--- config.mk ---
export PLATFORM = sky130hd
export DESIGN_NAME = param_updn_counter
export DESIGN_NICKNAME = d
export VERILOG_FILES = /design/src/rtl/param_updn_counter.sv
export SDC_FILE = /design/constraint.sdc
export NUM_CORES = 1
export LEC_CHECK = 0
export BUFFER_PORTS_ARGS = -buffer_cell sky130_fd_sc_hd__clkbuf_2
export CAP_MARGIN = 20
export CORE_AREA = 5 5 42 44
export CTS_BUF_LIST = sky130_fd_sc_hd__clkbuf_8
export CTS_CLUSTER_DIAMETER = 120
export DETAILED_ROUTE_END_ITERATION = 10
export DIE_AREA = 0 0 47 49
export GPL_TIMING_DRIVEN = 0
export PLACE_DENSITY = 0.68
export SLEW_MARGIN = 20
export SYNTH_ARGS = -nofsm -noshare
export SYNTH_HDL_FRONTEND = slang
export SYNTH_SLANG_ARGS = --single-unit
export TNS_END_PERCENT = 50
--- constraint.sdc ---
create_clock -name clk -period 2.1 [get_ports clk]
set_clock_uncertainty 0.1 [all_clocks]
set_input_delay 0.42 -clock clk [delete_from_list [all_inputs] [get_ports clk]]
set_output_delay 0.42 -clock clk [all_outputs]
set_load 0.05 [all_outputs]
--- src/rtl/param_updn_counter.sv ---
// param_updn_counter: modulo-MODULO up/down counter with wrap or saturate at
// the terminal count, a synchronous parallel load, and a one-cycle event pulse
// for each step taken at the terminal count.
// Optional feature: define COUNTER_PRESCALE_EN to compile in a prescaler that
// advances the count once every PRESCALE enabled clocks. The 'test' input
// bypasses the prescaler. Without the macro, every enabled clock is a step and
// 'test' is ignored.
module param_updn_counter #(
    parameter int WIDTH    = 4,
    parameter int MODULO   = 10,
    parameter int PRESCALE = 4
) (
    input  logic             clk,
    input  logic             rst,
    input  logic             en,
    input  logic             ud,
    input  logic             sat,
    input  logic             load,
    input  logic [WIDTH-1:0] din,
    input  logic             test,
    output logic [WIDTH-1:0] cnt,
    output logic             tc,
    output logic             evt
);

    localparam logic [WIDTH-1:0] CNT_MAX = WIDTH'(MODULO - 1);
    localparam logic [WIDTH:0]   MOD_EXT = (WIDTH + 1)'(MODULO);

    logic [WIDTH-1:0] cnt_q, cnt_d;
    logic             evt_q, evt_d;
    logic             tick;
    logic             step;

`ifdef COUNTER_PRESCALE_EN
    localparam int          PW      = (PRESCALE > 1) ? $clog2(PRESCALE) : 1;
    localparam logic [PW-1:0] PRE_MAX = PW'(PRESCALE - 1);

    logic [PW-1:0] pre_q, pre_d;

    // Prescaler: counts enabled cycles; restarts on load or on each tick.
    always_comb begin
        tick  = test || (pre_q == PRE_MAX);
        pre_d = pre_q;
        if (load) begin
            pre_d = '0;
        end else if (en) begin
            pre_d = tick ? '0 : pre_q + PW'(1);
        end
    end

    // Prescaler register; reset discards any partial count.
    always_ff @(posedge clk) begin
        if (rst) begin
            pre_q <= '0;
        end else begin
            pre_q <= pre_d;
        end
    end
`else
    // 'test' only matters for the prescaler, which is not built here.
    logic unused_test;
    assign unused_test = test;

    // Without a prescaler every enabled clock is a step.
    always_comb begin
        tick = 1'b1;
    end
`endif

    assign step = en && tick;
    assign tc   = ud ? (cnt_q == CNT_MAX) : (cnt_q == '0);
    assign cnt  = cnt_q;
    assign evt  = evt_q;

    // Next count: load beats step beats hold; terminal count wraps or saturates.
    always_comb begin
        cnt_d = cnt_q;
        evt_d = 1'b0;
        if (load) begin
            cnt_d = ({1'b0, din} < MOD_EXT) ? din : CNT_MAX;
        end else if (step) begin
            if (!tc) begin
                cnt_d = ud ? cnt_q + WIDTH'(1) : cnt_q - WIDTH'(1);
            end else begin
                evt_d = 1'b1;
                if (!sat) begin
                    cnt_d = ud ? '0 : CNT_MAX;
                end
            end
        end
    end

    // Count and event registers with synchronous reset.
    always_ff @(posedge clk) begin
        if (rst) begin
            cnt_q <= '0;
            evt_q <= 1'b0;
        end else begin
            cnt_q <= cnt_d;
            evt_q <= evt_d;
        end
    end

endmodule

==> results.yml <==
grt:
  grt_pass1_vias: 480
  grt_pass1_wl_mm: 2.021
  grt-ovfl-total: 0
  track_usage_pct: 12.75
  grt_max_degree: 11
  antenna_found_initial: 0
status:
  outcome: "complete, no violations"
floorplanning:
  die_height_um: 49
  initial_core_util_pct: 34.38
  core_area_um2: 1401
  die_w_um: 47
  ios: 17
  rows: 14
  die_area_um2: 2303
sta:
  rsz0062_at_grt: "false"
  relSlewSlack_pct: 79.15
  drv_slew: 0
  finalSetupViolations: 0
  fin_crit_ns: 2.006
  fmax_ghz: 0.4986
  worst_slew_pin_slew_ns: 0.3127
  finalSetupTns_ns: 0
  finalHoldViolations: 0
  post-route-period-util_pct: 95.50
  fin_hold_ws_ns: 0.3433
finish:
  diodes: 0
  fillCellCount: 153
  register_area_um2: 107.6
  final_layout_size_suffix_gt1_share_pct: 37.97
  layout-area-overhead-vs-synth_pct: 40.26
  fin_area_um2: 675.6
  nets: 94
  utilization_pct: 48.21
  multi_input_area_um2: 352.8
logic_synthesis:
  synth_enable_flop_cells: 0
  synth.top_cell.area_share_pct: 20.78
  ys_async_sr_fraction_pct: 0
  syn_nets: 73
  synthTopCellsByArea: "dfxtp_1 (21%), ha_1 (5.2%), inv_1 (4.7%)"
  yosysWarnings: 0
  ys_seq_area_share_pct: 20.78
  syn_area_um2: 481.7
  avgSynthCellArea_um2: 8.165
  post-synth-top-area-cell: "dfxtp_1"
  yosys-top-cells-count: "inv_1 (6), dfxtp_1 (5)"
  synth_seq_cells: 5
  synthMostInstantiatedCell: "inv_1"
  synth_ff_type: "dfxtp_1"
  syn_inst: 59
  yosysUniqueCellTypes: 37
cts:
  holdBufCountCts: 0
  clockBufferDepth: 2
  clk_pin_slew_ns: 0.04
  clock_latency_ns: 0.23
  cts_made_buffers: 3
  htree_levels: 1
  cts-root-buf: "clkbuf_8"
  clock-sinks: 5
  cts_tree: "done"
pwr:
  ir_worst_vdd_v: 0.0003396
  p_per_area_nw_per_um2: 711.7
  p_leak_nw: 0.2985
  power_w: 0.0004808
place:
  placed_cell_area_um2: 578.1
  numPortBuffers: 14
  dp_hpwl_um: 952.2
  gp_congestion: 0.7852
route:
  viasPerCell: 5.558
  drtAntennaViolNets: 0
  detail_route.iter0.violations: 6
  first_pass_iters: 4
  route.detailed.wl_per_inst_um: 12.96
  vias: 528
  wl_mm: 1.231
  drc: 0
setup_path:
  worstSetupPathType: "reg2out"
  critPathCaptureType: "primary output"
  slowest_stage: "or4_4"
  path_cells: "o21ba_4 -> or4_4 -> clkinvlp_4 -> clkbuf_16"
  arrival_ns: 1.49
  worstSetupStartpointType: "register"
  crit_fanout: 6
  slowest_delay_ns: 0.44
  required_ns: 1.58
flow_run:
  maxCapViolCount: 0
worst_hold_path:
  hold_path.class: "in2reg"
[sequential cells by signal, summed over array words and instances (netlist names)]
signal	cells
evt	1
cnt	4
[routing by layer]
layer	vias to the layer above	track usage, %	wire (um)
met1	242	14.07	508
li1	268	-	-
met5	-	0	0
met3	5	3.321	61
met2	13	18.33	600
met4	0	12.44	62
[stage by stage]
| step | std cells | worst slack (ns) |
|---|---|---|
| after floorplan | 59 | 0.01773 |
| after global placement | 89 | -0.05546 |
| final | 95 | 0.09448 |
| after CTS | 93 | 0.0006281 |
| after detailed placement | 89 | -0.06329 |
| after global routing | 95 | 0.04557 |
[report_power, final]
part           internal, W  switching [W]  total, W  leakage (nW)
clock network     0.000126      0.0000552  0.000181        0.0269
registers         0.000103      0.0000121  0.000116        0.0425
logic            0.0000803       0.000104  0.000184         0.229
total             0.000310       0.000171  0.000481         0.298
[cells in the final DEF, fill, tap and decap left out, types with 2 or more instances in the layout]
cell / n
a221oi_1: 2
a31oi_1: 3
buf_4: 4
clkbuf_2: 13
clkbuf_8: 3
dfxtp_1: 3
dfxtp_4: 2
ha_1: 2
inv_1: 6
nand2b_1: 3
nor2_1: 3
o21ai_0: 2
o31ai_1: 3
o32ai_1: 2
or2_2: 2
[final cells by class]
class                      instances  area share (%)
buffer                             1          0.5556
clock buffer                       3           6.111
clock inverter                     1          0.5556
inverter                           6           3.889
multi-input combinational         45           52.22
sequential                         5           15.93
tap                               16           2.963
timing repair buffer              18           17.78
[final timing paths]
check / cells past startpoint / endpoint / slack [ns] / start
setup / recovery: 4 / tc / 0.09 / cnt[0]$_SDFFE_PP0P_
hold / removal: 2 / cnt[1]$_SDFFE_PP0P_ / 0.34 / rst
setup reg to reg: 5 / cnt[3]$_SDFFE_PP0P_ / 0.30 / cnt[1]$_SDFFE_PP0P_
hold reg to reg: 2 / cnt[3]$_SDFFE_PP0P_ / 0.50 / cnt[3]$_SDFFE_PP0P_
[what timing repair did]
item	4_1_cts	5_1_grt
buffers inserted	1	3
resized for setup	7	3
hold endpoints to repair	0	0
setup endpoints to repair	1	1
[kinds of logic (layout without fill, tap and decap cells)]
group	Yosys count	count (layout)	share of synthesized area, %
AND/OR/NAND/NOR	18	18	22.34
AO/OA/AOI/OAI	21	21	33.77
flip-flops	5	5	20.78
multiplexers	1	1	2.078
buffers and inverters	9	29	8.050
XOR/XNOR	2	2	3.637
adder cells (fa/ha/maj)	3	3	9.350
[worst max-delay path, delay by kind of cell (launching register included)]
family / cells / cell delay, ns
flip-flops: 1 / 0.35
AND/OR/NAND/NOR: 1 / 0.44
AO/OA/AOI/OAI: 1 / 0.22
buffers and inverters: 2 / 0.25
Power figures use the tool's default switching activity.
